`src/rtl/cmp_slice_sequencer_if.sv`:
```
// Requester handshake plus the shared comparator-slice hookup for cmp_slice_sequencer.
// The slave modport is the sequencer's view; master is the surrounding environment's view.
interface cmp_slice_sequencer_if #(
  parameter int unsigned WIDTH = 16,
  parameter int unsigned SLICE = 4
);
  logic             start;
  logic [WIDTH-1:0] a;
  logic [WIDTH-1:0] b;
  logic             busy;
  logic             done;
  logic             lt;
  logic             eq;
  logic             gt;
  logic             err;
  logic [SLICE-1:0] cmp_a;
  logic [SLICE-1:0] cmp_b;
  logic             cmp_l;
  logic             cmp_e;
  logic             cmp_g;
  logic             cmp_L;
  logic             cmp_E;
  logic             cmp_G;

  modport slave (
    input  start, a, b, cmp_L, cmp_E, cmp_G,
    output busy, done, lt, eq, gt, err, cmp_a, cmp_b, cmp_l, cmp_e, cmp_g
  );

  modport master (
    output start, a, b, cmp_L, cmp_E, cmp_G,
    input  busy, done, lt, eq, gt, err, cmp_a, cmp_b, cmp_l, cmp_e, cmp_g
  );
endinterface

```
`src/rtl/cmp_slice_sequencer.sv`:
```
// Runs one shared cascadable comparator slice over WIDTH-bit operands, LSB slice first,
// feeding each slice's L/E/G back as the next slice's cascade input.
module cmp_slice_sequencer #(
  parameter int unsigned WIDTH = 16,
  parameter int unsigned SLICE = 4
) (
  input  logic                  clk,
  input  logic                  rst_n,
  cmp_slice_sequencer_if.slave  bus_io
);
  localparam int unsigned SliceSafe = (SLICE == 0) ? 1 : SLICE;
  localparam int unsigned NSLICE    = (WIDTH / SliceSafe == 0) ? 1 : WIDTH / SliceSafe;
  localparam int unsigned IdxW      = (NSLICE > 1) ? $clog2(NSLICE) : 1;
  localparam logic [IdxW-1:0] LastIdx = IdxW'(NSLICE - 1);

  if (SLICE == 0 || WIDTH == 0 || (WIDTH % SliceSafe) != 0) begin : g_param_check
    $error("cmp_slice_sequencer: WIDTH must be a non-zero multiple of SLICE");
  end

  typedef enum logic [0:0] {StIdle, StRun} state_e;

  state_e           state_q, state_d;
  logic [IdxW-1:0]  idx_q, idx_d;
  logic [WIDTH-1:0] a_q, a_d;
  logic [WIDTH-1:0] b_q, b_d;
  logic [2:0]       chain_q, chain_d;  // {l, e, g}
  logic             err_acc_q, err_acc_d;
  logic             lt_q, lt_d;
  logic             eq_q, eq_d;
  logic             gt_q, gt_d;
  logic             err_q, err_d;
  logic             done_q, done_d;
  logic             slice_bad;

  assign slice_bad = !$onehot({bus_io.cmp_L, bus_io.cmp_E, bus_io.cmp_G});

  always_comb begin
    state_d   = state_q;
    idx_d     = idx_q;
    a_d       = a_q;
    b_d       = b_q;
    chain_d   = chain_q;
    err_acc_d = err_acc_q;
    lt_d      = lt_q;
    eq_d      = eq_q;
    gt_d      = gt_q;
    err_d     = err_q;
    done_d    = 1'b0;
    unique case (state_q)
      StIdle: begin
        if (bus_io.start) begin
          state_d   = StRun;
          a_d       = bus_io.a;
          b_d       = bus_io.b;
          idx_d     = '0;
          chain_d   = 3'b010;
          err_acc_d = 1'b0;
        end
      end
      StRun: begin
        chain_d   = {bus_io.cmp_L, bus_io.cmp_E, bus_io.cmp_G};
        err_acc_d = err_acc_q | slice_bad;
        if (idx_q == LastIdx) begin
          state_d = StIdle;
          idx_d   = '0;
          lt_d    = bus_io.cmp_L;
          eq_d    = bus_io.cmp_E;
          gt_d    = bus_io.cmp_G;
          err_d   = err_acc_q | slice_bad;
          done_d  = 1'b1;
        end else begin
          idx_d = idx_q + 1'b1;
        end
      end
      default: state_d = StIdle;
    endcase
  end

  always_ff @(posedge clk or negedge rst_n) begin
    if (!rst_n) begin
      state_q   <= StIdle;
      idx_q     <= '0;
      a_q       <= '0;
      b_q       <= '0;
      chain_q   <= 3'b010;
      err_acc_q <= 1'b0;
      lt_q      <= 1'b0;
      eq_q      <= 1'b1;
      gt_q      <= 1'b0;
      err_q     <= 1'b0;
      done_q    <= 1'b0;
    end else begin
      state_q   <= state_d;
      idx_q     <= idx_d;
      a_q       <= a_d;
      b_q       <= b_d;
      chain_q   <= chain_d;
      err_acc_q <= err_acc_d;
      lt_q      <= lt_d;
      eq_q      <= eq_d;
      gt_q      <= gt_d;
      err_q     <= err_d;
      done_q    <= done_d;
    end
  end

  assign bus_io.busy  = (state_q == StRun);
  assign bus_io.done  = done_q;
  assign bus_io.lt    = lt_q;
  assign bus_io.eq    = eq_q;
  assign bus_io.gt    = gt_q;
  assign bus_io.err   = err_q;
  assign bus_io.cmp_a = a_q[idx_q * SLICE +: SLICE];
  assign bus_io.cmp_b = b_q[idx_q * SLICE +: SLICE];
  assign {bus_io.cmp_l, bus_io.cmp_e, bus_io.cmp_g} = chain_q;
endmodule
```
`src/flat_wrapper.sv`:
```
// flat-port wrapper written by rule: the top's interface ports become plain ports
module cmp_slice_sequencer_flat 
#(
  parameter int unsigned WIDTH = 16,
  parameter int unsigned SLICE = 4
)
  (clk, rst_n, bus_io_start, bus_io_a, bus_io_b, bus_io_cmp_L, bus_io_cmp_E, bus_io_cmp_G, bus_io_busy, bus_io_done, bus_io_lt, bus_io_eq, bus_io_gt, bus_io_err, bus_io_cmp_a, bus_io_cmp_b, bus_io_cmp_l, bus_io_cmp_e, bus_io_cmp_g);
  cmp_slice_sequencer_if #(.WIDTH(WIDTH), .SLICE(SLICE)) bus_io_i ();
  input  logic clk;
  input  logic rst_n;
  input wire logic [$bits(bus_io_i.start)-1:0] bus_io_start;
  input wire logic [$bits(bus_io_i.a)-1:0] bus_io_a;
  input wire logic [$bits(bus_io_i.b)-1:0] bus_io_b;
  input wire logic [$bits(bus_io_i.cmp_L)-1:0] bus_io_cmp_L;
  input wire logic [$bits(bus_io_i.cmp_E)-1:0] bus_io_cmp_E;
  input wire logic [$bits(bus_io_i.cmp_G)-1:0] bus_io_cmp_G;
  output wire logic [$bits(bus_io_i.busy)-1:0] bus_io_busy;
  output wire logic [$bits(bus_io_i.done)-1:0] bus_io_done;
  output wire logic [$bits(bus_io_i.lt)-1:0] bus_io_lt;
  output wire logic [$bits(bus_io_i.eq)-1:0] bus_io_eq;
  output wire logic [$bits(bus_io_i.gt)-1:0] bus_io_gt;
  output wire logic [$bits(bus_io_i.err)-1:0] bus_io_err;
  output wire logic [$bits(bus_io_i.cmp_a)-1:0] bus_io_cmp_a;
  output wire logic [$bits(bus_io_i.cmp_b)-1:0] bus_io_cmp_b;
  output wire logic [$bits(bus_io_i.cmp_l)-1:0] bus_io_cmp_l;
  output wire logic [$bits(bus_io_i.cmp_e)-1:0] bus_io_cmp_e;
  output wire logic [$bits(bus_io_i.cmp_g)-1:0] bus_io_cmp_g;
  assign bus_io_i.start = bus_io_start;
  assign bus_io_i.a = bus_io_a;
  assign bus_io_i.b = bus_io_b;
  assign bus_io_i.cmp_L = bus_io_cmp_L;
  assign bus_io_i.cmp_E = bus_io_cmp_E;
  assign bus_io_i.cmp_G = bus_io_cmp_G;
  assign bus_io_busy = bus_io_i.busy;
  assign bus_io_done = bus_io_i.done;
  assign bus_io_lt = bus_io_i.lt;
  assign bus_io_eq = bus_io_i.eq;
  assign bus_io_gt = bus_io_i.gt;
  assign bus_io_err = bus_io_i.err;
  assign bus_io_cmp_a = bus_io_i.cmp_a;
  assign bus_io_cmp_b = bus_io_i.cmp_b;
  assign bus_io_cmp_l = bus_io_i.cmp_l;
  assign bus_io_cmp_e = bus_io_i.cmp_e;
  assign bus_io_cmp_g = bus_io_i.cmp_g;
  cmp_slice_sequencer #(.WIDTH(WIDTH), .SLICE(SLICE)) u_core (.clk(clk), .rst_n(rst_n), .bus_io(bus_io_i));
endmodule
```
`config.mk`:
```
export PLATFORM = sky130hd
export DESIGN_NAME = cmp_slice_sequencer_flat
export DESIGN_NICKNAME = d
export VERILOG_FILES = /design/src/rtl/cmp_slice_sequencer_if.sv /design/src/rtl/cmp_slice_sequencer.sv /design/src/flat_wrapper.sv
export SDC_FILE = /design/constraint.sdc
export NUM_CORES = 1
export LEC_CHECK = 0
export ABC_AREA = 1
export ABC_CLOCK_PERIOD_IN_PS = 2800
export CAP_MARGIN = 0
export CORE_MARGIN = 2
export CORE_UTILIZATION = 51
export DETAILED_ROUTE_END_ITERATION = 6
export GPL_TIMING_DRIVEN = 0
export PLACE_DENSITY_LB_ADDON = 0.08
export SKIP_CTS_REPAIR_TIMING = 1
export SKIP_LAST_GASP = 1
export SLEW_MARGIN = 30
export SYNTH_ARGS = -nofsm -noshare
export SYNTH_HDL_FRONTEND = slang
export SYNTH_SLANG_ARGS = --single-unit
```
`constraint.sdc`:
```
create_clock -name clk -period 2.8 [get_ports clk]
set_input_delay 0.56 -clock clk [delete_from_list [all_inputs] [get_ports clk]]
set_output_delay 0.56 -clock clk [all_outputs]
set_load 0.1 [all_outputs]
```
==> qor.tcl, run 1 <==
set qor(timing.reg2reg.worst_path_depth) 5
set qor(cts_tree) {built}
set qor(maxCapViolCount) 0
set qor(worst_clock_skew_ns) 0.006701
set qor(synth_fp_nets) 290
set qor(final_weighted_congestion_in_routability_driven_placement) 0.7846
set qor(global_route_wire_length_before_repair_um) 6893
set qor(avgRoutedWirePerCell_um) 11.81
set qor(globalRoute.totalOverflow) 0
set qor(rsz0062_at_grt) {true}
set qor(placementRows) 22
set qor(cts.reportedPaths.clkPinSlew_ns) 0.08
set qor(drc) 0
set qor(ctsLongestPathBuffers) 2
set qor(ys.warnings.count) 0
set qor(die_height_um) 67.06
set qor(report.final.hold_viol_count) 0
set qor(worst_skew_pair_latency_ns) 0.30
set qor(run_status) {completed}
set qor(dominantRegCellSynth) {sky130_fd_sc_hd__dfrtp_1}
set qor(crit-reg2reg-capture) {u_core.b_q[7]}
set qor(worst_slew_pin_tran_ns) 0.9732
set qor(finalNetCount) 352
set qor(worst-r2r-setup-slack_ns) 1.65
set qor(critical_path_required_ns) 2.24
set qor(path_class) {reg -> out}
set qor(start_kind) {register}
set qor(boundaryPins) 55
set qor(antenna_found_initial) 0
set qor(achievable-frequency_mhz) 361.9
set qor(crit_chain) {clkbuf_1 > inv_1 > nand3_1 > nand2_1 > dlymetal6s2s_1}
set qor(synth_edf_count) 0
set qor(synth_area_leader_cell) {sky130_fd_sc_hd__dfrtp_1}
set qor(path_max_fanout) 10
set qor(worstPathBufferInverterCount) 3
set qor(htreeDepth) 2
set qor(count_of_clock_tree_sinks) 44
set qor(root_buffer) {sky130_fd_sc_hd__clkbuf_8}
set qor(grt_start_max_net_pins) 26
set qor(timing.critical_path.to_type) {output port}
set qor(dp_hpwl_um) 3107
set qor(slew_viol_final) 0
set qor(dieArea_um2) 4497
set qor(delay_of_the_slowest_cell_on_the_worst_path_ns) 0.74
set qor(period_share_pct) 98.69
set qor(route.antenna.remaining_nets) 0
set qor(postRouteWirelength_um) 4250
set qor(dieWidth_um) 67.06
set qor(io_buffers) 54
set qor(yosys_register_bits) 44
set qor(async_flop_share_pct) 100.0
set qor(synth_top_area_share_pct) 51.82
set qor(finalSetupViolations) 0
set qor(synth_area_per_cell_um2) 8.113
set qor(synthesis.area_um2) 2028
set qor(cp.arrival_ns) 2.20
set qor(avgViaCountPerCell) 4.722
set qor(synthToLayoutAreaGrowth_pct) 34.73
set qor(period_needed_ns) 2.763
set qor(core_area_um2) 3744
set qor(regToRegStartpoint) {u_core.bus_io.busy}
set qor(relSlewSlack_pct) 34.92
set qor(finalSetupTns_ns) 0
set qor(grt_pass1_vias) 1574
set qor(drt_iter0_markers) 99
set qor(critPathTopFamily) {buffers and inverters}
set qor(first_pass_iters) 5
set qor(dr_total_vias) 1700
set qor(grtUsageTotal_pct) 20.86
set qor(postSynthCellCount) 250
set qor(cts-buffers-inserted) 5
set qor(synth.area.top_cells) {sky130_fd_sc_hd__dfrtp_1 (52%), sky130_fd_sc_hd__nand2_1 (17%), sky130_fd_sc_hd__inv_1 (7.8%)}
set qor(drive_gt1_share_pct) 7.692
set qor(synth-seq-area-share_pct) 54.41
set qor(insertedDiodeCount) 0
set qor(synth_cell_types) 18
set qor(worstHoldPathType) {in -> async}
set qor(cp_slowest_cell) {sky130_fd_sc_hd__dlymetal6s2s_1}
set qor(initial_utilization_pct) 54.18
cells by family (layout without fill, tap and decap cells):
kind of cell | count (synthesis) | count (layout) | synth area share [%]
buffers and inverters | 54 | 116 | 11.91
adders and majority gates | 2 | 2 | 1.604
AOI/OAI and AO/OA | 38 | 38 | 9.376
and+or+nand+nor | 112 | 112 | 22.70
DFF | 44 | 44 | 54.41
cells in the mapped netlist (2+ instances only):
| cell | n |
|---|---|
| sky130_fd_sc_hd__nand2_1 | 90 |
| sky130_fd_sc_hd__buf_4 | 8 |
| sky130_fd_sc_hd__o21ai_1 | 30 |
| sky130_fd_sc_hd__nor2_1 | 3 |
| sky130_fd_sc_hd__nand3_1 | 17 |
| sky130_fd_sc_hd__dfstp_2 | 2 |
| sky130_fd_sc_hd__inv_1 | 42 |
| sky130_fd_sc_hd__dfrtp_1 | 42 |
| sky130_fd_sc_hd__o21ai_0 | 7 |
stage by stage:
stage	instance area [um^2]	setup slack (ns)	hold slack (ns)	cells	util [%]
after floorplan	2028	0.7548	0.2644	250	-
after global placement	2629	-0.02808	0.4576	352	70.22
after detailed placement	2651	-0.01059	0.4615	353	70.82
after CTS	2728	-0.3538	0.2260	360	72.86
after global routing	2733	-0.04781	0.2501	360	72.99
final	2733	0.03667	0.2193	360	72.99
routing by layer:
layer	routed length [um]	global-route usage [%]
met5	0	0
met2	1990	33.54
met1	1963	26.97
met4	57	6.122
met3	238	6.419
layout make-up:
cell class / count / area, um^2
flip-flops and latches: 44 / 1104
plain buffers: 11 / 80.08
repair buffers: 55 / 568.0
multi-input cells: 152 / 683.2
clock buffers: 7 / 76.32
fillers: 308 / 1011
well taps: 48 / 60.06
inverters: 43 / 161.4
worst max-delay path by stage:
| stage | startpoint | end | slack (ns) | cells past startpoint |
|---|---|---|---|---|
| floorplan | u_core.idx_q[0] | bus_io_cmp_a[0] | 0.75 | 6 |
| global placement | u_core.idx_q[1] | bus_io_cmp_b[0] | -0.03 | 5 |
| detailed placement | u_core.idx_q[1] | bus_io_cmp_b[0] | -0.01 | 5 |
| CTS | u_core.idx_q[1] | bus_io_cmp_b[0] | -0.35 | 5 |
| global route | u_core.idx_q[1] | bus_io_cmp_b[0] | -0.05 | 5 |
| finish | u_core.idx_q[1] | bus_io_cmp_b[0] | 0.04 | 5 |
state kept, by name, indices dropped and copies added (netlist names), 2 cells and up:
name and flops:
u_core.a_q 16, u_core.b_q 16, u_core.chain_q 3, u_core.idx_q 2
cells in the final DEF, fill, tap and decap left out, types with 3 or more instances in the layout:
cell                              synthesis  layout
sky130_fd_sc_hd__nand3_1                 17      17
sky130_fd_sc_hd__nand2_1                 90      90
sky130_fd_sc_hd__dfrtp_1                 42      42
sky130_fd_sc_hd__clkdlybuf4s50_1          0      45
sky130_fd_sc_hd__dlymetal6s2s_1           0       6
sky130_fd_sc_hd__inv_1                   42      42
sky130_fd_sc_hd__clkbuf_1                 1       3
sky130_fd_sc_hd__buf_4                    8       8
sky130_fd_sc_hd__o21ai_1                 30      30
sky130_fd_sc_hd__clkbuf_8                 0       5
sky130_fd_sc_hd__o21ai_0                  7       7
sky130_fd_sc_hd__nor2_1                   3       3
Power of run 1 is not shown: default switching activity piles up to over one toggle a cycle in this logic, so the estimate is an artifact.
==> run 2: changes to the inputs <==
--- a/config.mk
+++ b/config.mk
@@ -15,7 +15,7 @@
 export PLACE_DENSITY_LB_ADDON = 0.08
 export SKIP_CTS_REPAIR_TIMING = 1
 export SKIP_LAST_GASP = 1
-export SLEW_MARGIN = 30
+export SLEW_MARGIN = 20
 export SYNTH_ARGS = -nofsm -noshare
 export SYNTH_HDL_FRONTEND = slang
 export SYNTH_SLANG_ARGS = --single-unit
==> results of run 2 <==
Same layout as run 1: the final DEF is identical, and so are final timing and power.
Power of run 2 is left out for the same reason.
